`src/rtl/niosqsys_ctrl_pkg.sv`:
```
// Shared register map for the control-word output port and its status word layout.
package niosqsys_ctrl_pkg;

    localparam logic [1:0] ADDR_DATA = 2'd0;
    localparam logic [1:0] ADDR_STAT = 2'd1;

    localparam int unsigned STAT_IDLE      = 0;
    localparam int unsigned STAT_FULL      = 1;
    localparam int unsigned STAT_LEVEL_LSB = 4;
    localparam int unsigned STAT_LEVEL_W   = 5;
    localparam int unsigned STAT_VALID     = 9;
    localparam int unsigned STAT_OVF       = 16;

    function automatic logic [31:0] pack_stat(
        input logic                    idle,
        input logic                    full,
        input logic [STAT_LEVEL_W-1:0] level,
        input logic                    valid,
        input logic                    ovf
    );
        logic [31:0] s;
        s = '0;
        s[STAT_IDLE]                                = idle;
        s[STAT_FULL]                                = full;
        s[STAT_LEVEL_LSB +: STAT_LEVEL_W]           = level;
        s[STAT_VALID]                               = valid;
        s[STAT_OVF]                                 = ovf;
        return s;
    endfunction

endpackage

```
`src/rtl/niosqsys_control_words_tx_fifo.sv`:
```
// Synchronous FIFO buffering control words between the Avalon write side and the holding register.
module ctrl_word_fifo #(
    parameter int unsigned DATA_WIDTH = 12,
    parameter int unsigned DEPTH      = 4
) (
    input  logic                    clk,
    input  logic                    reset_n,
    input  logic                    push_i,
    input  logic [DATA_WIDTH-1:0]   push_data_i,
    input  logic                    pop_i,
    input  logic                    flush_i,
    output logic [DATA_WIDTH-1:0]   head_o,
    output logic [$clog2(DEPTH):0]  level_o,
    output logic                    full_o,
    output logic                    empty_o
);

    localparam int unsigned PTR_W = $clog2(DEPTH);
    localparam int unsigned LVL_W = PTR_W + 1;

    logic [DATA_WIDTH-1:0] mem_q [DEPTH];
    logic [PTR_W-1:0]      wr_ptr_q, wr_ptr_d;
    logic [PTR_W-1:0]      rd_ptr_q, rd_ptr_d;
    logic [LVL_W-1:0]      level_q,  level_d;
    logic                  do_push, do_pop;

    assign full_o  = (level_q == LVL_W'(DEPTH));
    assign empty_o = (level_q == '0);
    assign level_o = level_q;
    assign head_o  = mem_q[rd_ptr_q];

    // A push into a full FIFO is only legal when the head leaves in the same cycle.
    assign do_push = push_i & (~full_o | pop_i);
    assign do_pop  = pop_i & ~empty_o;

    always_comb begin
        wr_ptr_d = wr_ptr_q;
        rd_ptr_d = rd_ptr_q;
        level_d  = level_q;
        if (flush_i) begin
            wr_ptr_d = '0;
            rd_ptr_d = '0;
            level_d  = '0;
        end else begin
            if (do_push) wr_ptr_d = wr_ptr_q + PTR_W'(1);
            if (do_pop)  rd_ptr_d = rd_ptr_q + PTR_W'(1);
            level_d = level_q + LVL_W'(do_push) - LVL_W'(do_pop);
        end
    end

    always_ff @(posedge clk or negedge reset_n) begin
        if (!reset_n) begin
            wr_ptr_q <= '0;
            rd_ptr_q <= '0;
            level_q  <= '0;
        end else begin
            wr_ptr_q <= wr_ptr_d;
            rd_ptr_q <= rd_ptr_d;
            level_q  <= level_d;
        end
    end

    always_ff @(posedge clk) begin
        if (do_push && !flush_i) mem_q[wr_ptr_q] <= push_data_i;
    end

endmodule

```
`src/rtl/niosqsys_control_words_tx.sv`:
```
// Avalon-MM slave that queues Nios control words and hands them to fabric over valid/ack.
module niosqsys_control_words_tx
    import niosqsys_ctrl_pkg::*;
#(
    parameter int unsigned DATA_WIDTH = 12,
    parameter int unsigned DEPTH      = 4
) (
    input  logic                  clk,
    input  logic                  reset_n,
    input  logic [1:0]            address,
    input  logic                  chipselect,
    input  logic                  write_n,
    input  logic [31:0]           writedata,
    output logic [31:0]           readdata,
    output logic [DATA_WIDTH-1:0] out_port,
    output logic                  out_valid,
    input  logic                  out_ack
);

    logic                    wr, wr_data, wr_stat, flush, ovf_clr, load, ovf_set;
    logic [DATA_WIDTH-1:0]   fifo_head;
    logic [$clog2(DEPTH):0]  fifo_level;
    logic                    fifo_full, fifo_empty;

    logic [DATA_WIDTH-1:0]   out_port_q,  out_port_d;
    logic                    out_valid_q, out_valid_d;
    logic                    ovf_q,       ovf_d;
    logic [31:0]             readdata_q,  readdata_d;
    logic                    unused_wdata;

    assign unused_wdata = ^writedata;

    assign wr      = chipselect & ~write_n;
    assign wr_data = wr & (address == ADDR_DATA);
    assign wr_stat = wr & (address == ADDR_STAT);
    assign flush   = wr_stat & writedata[0];
    assign ovf_clr = wr_stat & writedata[STAT_OVF];

    // Flush suppresses the load so the holding register empties instead of refilling.
    assign load    = ~fifo_empty & (~out_valid_q | out_ack) & ~flush;
    assign ovf_set = wr_data & fifo_full & ~load;

    ctrl_word_fifo #(
        .DATA_WIDTH (DATA_WIDTH),
        .DEPTH      (DEPTH)
    ) u_fifo (
        .clk         (clk),
        .reset_n     (reset_n),
        .push_i      (wr_data),
        .push_data_i (writedata[DATA_WIDTH-1:0]),
        .pop_i       (load),
        .flush_i     (flush),
        .head_o      (fifo_head),
        .level_o     (fifo_level),
        .full_o      (fifo_full),
        .empty_o     (fifo_empty)
    );

    always_comb begin
        out_port_d  = out_port_q;
        out_valid_d = out_valid_q;
        if (flush) begin
            out_valid_d = 1'b0;
        end else if (load) begin
            out_port_d  = fifo_head;
            out_valid_d = 1'b1;
        end else if (out_ack) begin
            out_valid_d = 1'b0;
        end
    end

    always_comb begin
        ovf_d = ovf_q;
        if (ovf_set)      ovf_d = 1'b1;
        else if (ovf_clr) ovf_d = 1'b0;
    end

    always_comb begin
        readdata_d = '0;
        case (address)
            ADDR_DATA: readdata_d = 32'(out_port_q);
            ADDR_STAT: readdata_d = pack_stat(fifo_empty & ~out_valid_q, fifo_full,
                                              STAT_LEVEL_W'(fifo_level), out_valid_q, ovf_q);
            default:   readdata_d = '0;
        endcase
    end

    always_ff @(posedge clk or negedge reset_n) begin
        if (!reset_n) begin
            out_port_q  <= '0;
            out_valid_q <= 1'b0;
            ovf_q       <= 1'b0;
            readdata_q  <= '0;
        end else begin
            out_port_q  <= out_port_d;
            out_valid_q <= out_valid_d;
            ovf_q       <= ovf_d;
            readdata_q  <= readdata_d;
        end
    end

    assign readdata  = readdata_q;
    assign out_port  = out_port_q;
    assign out_valid = out_valid_q;

endmodule
```
`config.mk`:
```
export PLATFORM = sky130hd
export DESIGN_NAME = niosqsys_control_words_tx
export DESIGN_NICKNAME = d
export VERILOG_FILES = /design/src/rtl/niosqsys_ctrl_pkg.sv /design/src/rtl/niosqsys_control_words_tx_fifo.sv /design/src/rtl/niosqsys_control_words_tx.sv
export SDC_FILE = /design/constraint.sdc
export NUM_CORES = 1
export LEC_CHECK = 0
export CORE_MARGIN = 1
export CORE_UTILIZATION = 26
export CTS_CLUSTER_DIAMETER = 120
export DETAILED_ROUTE_END_ITERATION = 10
export DONT_BUFFER_PORTS = 1
export GPL_ROUTABILITY_DRIVEN = 0
export PLACE_DENSITY = 0.36
export SYNTH_ARGS = -nofsm -noshare
export SYNTH_HDL_FRONTEND = slang
export SYNTH_SLANG_ARGS = --single-unit
```
`constraint.sdc`:
```
create_clock -name clk -period 5.8 [get_ports clk]
set_input_delay 1.16 -clock clk [delete_from_list [all_inputs] [get_ports clk]]
set_output_delay 1.16 -clock clk [all_outputs]
set_load 0.02 [all_outputs]
```
==> impl_metrics.env, run 1 <==
export IMPL_status="finished clean"
export IMPL_synthMuxAreaShare_pct=13.65
export IMPL_r2r_start="out_valid"
export IMPL_clock_sinks=82
export IMPL_drc=0
export IMPL_grt_pass1_vias=1703
export IMPL_cts_buffers=9
export IMPL_r2r_worst_path_cells=10
export IMPL_hp_start="ovf_q"
export IMPL_port_buffers=0
export IMPL_rsz0062_at_grt="false"
export IMPL_yosys_warnings=0
export IMPL_die_x_um=116.7
export IMPL_tritoncts="done"
export IMPL_synth_area_leaders="edfxtp_1 42%, dfrtp_1 25%, mux4_2 7.9%"
export IMPL_io_pins=84
export IMPL_hold_path_depth=2
export IMPL_rows=41
export IMPL_antenna_found_initial=0
export IMPL_p_leak_uw=0.001413
export IMPL_synthDistinctLibCells=33
export IMPL_routedLengthMet1_um=2889
export IMPL_cts_root_buf="clkbuf_16"
export IMPL_fp_dieArea_um2=13610
export IMPL_period_needed_ns=2.920
export IMPL_top_layer_used="met4"
export IMPL_tns_ns=0
export IMPL_r2r_slack_ns=3.09
export IMPL_antenna_cells=0
export IMPL_clkLatencyLatePin_ns=0.34
export IMPL_synth_xor_area_share_pct=0.2561
export IMPL_wl_per_cell_um=17.64
export IMPL_cap_violations=0
export IMPL_syn_inst=202
export IMPL_synth_fa_ha_area_share_pct=2.781
export IMPL_grt_max_degree=35
export IMPL_firstDrtPassIters=3
export IMPL_reg2reg_to="u_fifo.level_o[2]"
export IMPL_ys_seq_area_share_pct=67.03
export IMPL_timing_hold_violations_final=0
export IMPL_cp_end_kind="flip-flop"
export IMPL_num_vias=1575
export IMPL_clk_path_buf_depth=2
export IMPL_fin_crit_sh_pct=50.35
export IMPL_crit_fanout=7
export IMPL_hold_end="ovf_q"
export IMPL_worst_slew_margin_rel_pct=39.10
export IMPL_postCtsHoldBufs=0
export IMPL_fin_util_pct=29.94
export IMPL_yosysTopAreaCell="edfxtp_1"
export IMPL_nFillCells=1300
export IMPL_synth_top_area_share_pct=42.15
export IMPL_synthesis_area_um2=3420
export IMPL_via_per_inst=4.112
export IMPL_synth_compound_area_share_pct=2.452
export IMPL_synthSimpleGateAreaFrac_pct=7.025
export IMPL_clk_pin_slew_ns=0.06
export IMPL_grt_usage_pct=11.17
export IMPL_hold_path_class="reg -> reg"
export IMPL_grt_first_pass_wirelength_um=10410
export IMPL_wl_met3_um=518
export IMPL_syn_to_final_growth_pct=11.38
export IMPL_fin_cells=383
export IMPL_crit_type="in -> reg"
export IMPL_drive_gt1_share_pct=20.85
export IMPL_skew_ns=0.006885
export IMPL_die_h_um=116.7
export IMPL_hpwl_um=4247
export IMPL_power_density_nw_per_um2=477.9
export IMPL_multi_input_area_um2=965.9
export IMPL_wl_met2_um=3242
export IMPL_ant_nets=0
export IMPL_dp_cells=367
export IMPL_ys_ff_latch=82
export IMPL_coreArea_um2=12720
export IMPL_tightest_slew_ns=0.9135
export IMPL_startpoint_type="primary input"
export IMPL_synth_top_family_by_area="multiplexers"
export IMPL_max_freq_mhz=342.4
export IMPL_critical_path_arrival_ns=3.17
export IMPL_drv_slew=0
export IMPL_cp_data_required_time_ns=6.05
export IMPL_first_iter_violations=48
export IMPL_syn_area_per_cell_um2=16.93
export IMPL_wl_um=6757
export IMPL_worst_ir_drop_vdd_mv=0.1651
export IMPL_htreeDepth=3
export IMPL_grt_overflow_total=0
export IMPL_seq_area_um2=2292
export IMPL_fin_nets=252
export IMPL_cts_setup_buffers=0
export IMPL_setup_viol_count_final=0
export IMPL_ctsResizeCount=0
export IMPL_initial_core_util_pct=26.88
[flip-flops by register name, summed over array words and instances (netlist names)]
name	count
out_port	12
out_valid	1
ovf_q	1
readdata	13
u_fifo.level_o	3
u_fifo.mem_q	48
u_fifo.rd_ptr_q	2
u_fifo.wr_ptr_q	2
[critical path, cell delays in order]
cell and delay (ns):
nor2b_1 0.53, a211oi_2 0.12, ha_1 0.30, inv_1 0.05
ha_1 0.13, inv_1 0.04, fa_1 0.38, xor2_1 0.16
and2_1 0.17, nor3_1 0.12
[placed cells by master, fill, tap and decap left out, types with 2 or more instances in the layout]
| cell type | Yosys | routed |
|---|---|---|
| a21oi_1 | 5 | 5 |
| and2_1 | 13 | 13 |
| clkbuf_1 | 2 | 2 |
| clkbuf_16 | 0 | 9 |
| conb_1 | 1 | 19 |
| dfrtp_1 | 34 | 34 |
| edfxtp_1 | 48 | 48 |
| ha_1 | 6 | 6 |
| inv_1 | 8 | 8 |
| mux2_2 | 12 | 12 |
| mux2i_1 | 5 | 5 |
| mux4_2 | 12 | 12 |
| nand2b_1 | 2 | 2 |
| nor2_1 | 8 | 8 |
| nor2b_1 | 2 | 2 |
| nor3b_1 | 2 | 2 |
| or3_1 | 2 | 2 |
| or4_1 | 2 | 2 |
[cell families (layout without fill, tap and decap cells)]
logic type,after synthesis,count (layout)
other,1,19
buffers and inverters,34,25
XOR/XNOR,1,1
adder cells (fa/ha/maj),7,7
AND/OR/NAND/NOR,36,36
AO/OA/AOI/OAI,11,11
flip-flops,82,82
multiplexers,30,30
[synth_stat cells]
cell / instances
o32ai_1: 1
mux4_2: 12
xor2_1: 1
a21oi_1: 5
dfrtp_1: 34
nand2b_1: 2
conb_1: 1
mux2_1: 1
nand3b_1: 1
buf_6: 3
o21ai_0: 1
a211oi_2: 1
fa_1: 1
nor2_1: 8
nor3_2: 1
edfxtp_1: 48
nor2b_1: 2
mux2_2: 12
buf_4: 21
and2_1: 13
nor4bb_4: 1
inv_1: 8
nor3_1: 1
or4_1: 2
mux2i_1: 5
clkbuf_1: 2
ha_1: 6
nor3b_1: 2
o31ai_1: 1
o311ai_1: 1
or4b_4: 1
a21oi_4: 1
or3_1: 2
[area by class of cell]
type | count | area share, %
flip-flops and latches | 82 | 60.18
clock buffers | 12 | 6.472
well taps | 172 | 5.650
multi-input cells | 104 | 25.36
repair buffers | 1 | 0.1971
clock inverters | 4 | 1.347
inverters | 8 | 0.7884
[power by group]
group	total, uW	switching [uW]	internal [uW]	leakage (uW)
Combinational	316	127	188	0.000419
Sequential	935	215	720	0.000851
Clock	570	223	346	0.000143
Total	1820	565	1250	0.00141
[per-stage QoR]
stage,hold WS [ns],power (uW),setup slack (ns),instance area [um^2]
final,0.5079,1820,2.880,3809
after global routing,0.4900,1936,2.729,3809
after CTS,0.5031,1855,2.889,3809
after detailed placement,0.5037,1279,2.550,3511
after global placement,0.4978,1274,2.535,3511
after floorplan,0.4725,1197,2.543,3487
[worst max-delay path by stage]
stage	from	end	slack, ns	cells after the start
2_1_floorplan	address[1]	u_fifo.level_o[2]	2.54	12
3_3_place_gp	out_ack	u_fifo.level_o[2]	2.53	10
3_5_place_dp	out_ack	u_fifo.level_o[2]	2.55	10
4_1_cts	out_ack	u_fifo.level_o[2]	2.89	10
5_1_grt	out_ack	u_fifo.level_o[2]	2.73	10
6_report	out_ack	u_fifo.level_o[2]	2.88	10
[routing by layer]
| layer | global-route usage [%] | vias up |
|---|---|---|
| met4 | 5.063 | 0 |
| met5 | 0 | - |
| met2 | 17.24 | 52 |
| li1 | - | 710 |
| met1 | 13.18 | 803 |
| met3 | 5.345 | 10 |
(Power assumes the default switching activity.)
==> run 2: changes to the inputs <==
==> constraint.sdc (replaced) <==
create_clock -name clk -period 2.7 [get_ports clk]
set_input_delay 0.54 -clock clk [delete_from_list [all_inputs] [get_ports clk]]
set_output_delay 0.54 -clock clk [all_outputs]
set_load 0.02 [all_outputs]
==> impl_metrics.env, run 2 (same netlist as run 1, synthesis figures left out) <==
export IMPL_status="finished clean"
export IMPL_first_iter_violations=58
export IMPL_die_x_um=116.7
export IMPL_crit_fanout=2
export IMPL_cts_setup_buffers=0
export IMPL_grt_first_pass_wirelength_um=10360
export IMPL_cp_end_kind="flip-flop"
export IMPL_cap_violations=0
export IMPL_grt_overflow_total=0
export IMPL_max_freq_mhz=467.0
export IMPL_drv_slew=0
export IMPL_crit_type="reg -> reg"
export IMPL_clock_sinks=82
export IMPL_stdcell_area_um2=3951
export IMPL_hold_path_class="in -> async"
export IMPL_tightest_slew_ns=0.9895
export IMPL_postCtsHoldBufs=1
export IMPL_fin_nets=263
export IMPL_setup_viol_count_final=0
export IMPL_drc=0
export IMPL_p_leak_uw=0.001491
export IMPL_layout_commonest_cell="edfxtp_1"
export IMPL_cts_buffers=9
export IMPL_ctsResizeCount=0
export IMPL_skew_ns=0.01194
export IMPL_mostFrequentLayoutCells="48 x edfxtp_1, 34 x dfrtp_1, 19 x conb_1"
export IMPL_antenna_cells=0
export IMPL_largest_register="u_fifo.mem_q"
export IMPL_wl_um=6852
export IMPL_firstDrtPassIters=4
export IMPL_power_density_nw_per_um2=1021
export IMPL_wl_per_cell_um=17.39
export IMPL_worst_slew_margin_rel_pct=34.03
export IMPL_clkLatencyLatePin_ns=0.34
export IMPL_port_buffers=0
export IMPL_coreArea_um2=12720
export IMPL_io_pins=84
export IMPL_clk_path_buf_depth=2
export IMPL_antenna_found_initial=0
export IMPL_nFillCells=1296
export IMPL_hpwl_um=4406
export IMPL_ant_nets=0
export IMPL_drive_gt1_share_pct=25.23
export IMPL_fin_crit_sh_pct=79.32
export IMPL_rsz0062_at_grt="false"
export IMPL_fp_dieArea_um2=13610
export IMPL_initial_core_util_pct=26.88
export IMPL_htreeDepth=3
export IMPL_worst_ir_drop_vdd_mv=0.3180
export IMPL_cp_data_required_time_ns=2.95
export IMPL_grt_pass1_vias=1678
export IMPL_grt_max_degree=35
export IMPL_tns_ns=0
export IMPL_syn_to_final_growth_pct=15.55
export IMPL_via_per_inst=4.076
export IMPL_startpoint_type="flip-flop"
export IMPL_num_vias=1606
export IMPL_timing_hold_violations_final=0
export IMPL_grt_usage_pct=11.32
export IMPL_fin_cells=394
export IMPL_critical_path_arrival_ns=2.40
export IMPL_rows=41
export IMPL_die_h_um=116.7
export IMPL_cts_root_buf="clkbuf_16"
export IMPL_dp_cells=377
export IMPL_tritoncts="done"
export IMPL_clk_pin_slew_ns=0.06
export IMPL_period_needed_ns=2.142
export IMPL_postPlaceCellArea_um2=3611
export IMPL_largest_reg_flops=48
[run 2: final cells by class]
cell class | count | area [um^2] | share of cell area, %
sequential | 82 | 2292 | 58.01
multi-input combinational | 104 | 965.9 | 24.45
tap | 172 | 215.2 | 5.446
clock inverter | 6 | 70.07 | 1.773
timing repair buffer | 12 | 127.6 | 3.230
inverter | 8 | 30.03 | 0.7600
clock buffer | 10 | 250.2 | 6.333
[run 2: final timing paths]
kind                                  from                 to  slack (ns)  depth (start not counted)
worst min-delay path               reset_n        out_port[5]        0.04                          1
worst max register to register   out_valid  u_fifo.level_o[2]        0.56                         10
worst min register to register       ovf_q              ovf_q        0.51                          2
worst max-delay path             out_valid  u_fifo.level_o[2]        0.56                         10
max in group asynchronous          reset_n       readdata[10]        2.47                          1
min in group clk                address[1]        readdata[0]        0.26                          1
[run 2: critical path, stage by stage, from the launching register on]
cell and delay (ns):
dfrtp_1 0.37, nor2b_1 0.16, a211oi_2 0.23, ha_1 0.26, inv_1 0.06, ha_1 0.13
inv_1 0.05, fa_1 0.37, xor2_1 0.16, and2_1 0.16, nor3_1 0.11
[run 2: power by group]
part           internal [uW]  switching (uW)  leakage (uW)
logic                    439             294      0.000486
clock network            780             514      0.000154
registers               1550             462      0.000851
[run 2: per-layer routing]
metal | routed length (um) | track usage (%) | vias to the layer above
met2 | 3346 | 18.03 | 55
met3 | 510 | 5.553 | 8
met5 | 0 | 0 | -
met1 | 2883 | 12.94 | 815
li1 | - | - | 728
met4 | 111 | 4.810 | 0
[run 2: through the flow]
step	worst slack [ns]	total power, uW	util, %	hold WS [ns]
final	0.5585	4034	31.06	0.03544
after floorplan	0.06300	2572	-	0.2444
after detailed placement	0.2696	2786	28.38	0.2452
after global routing	0.3076	4308	31.06	0.03551
after global placement	0.2483	2779	28.38	0.2453
after CTS	0.5314	4110	31.06	0.03024
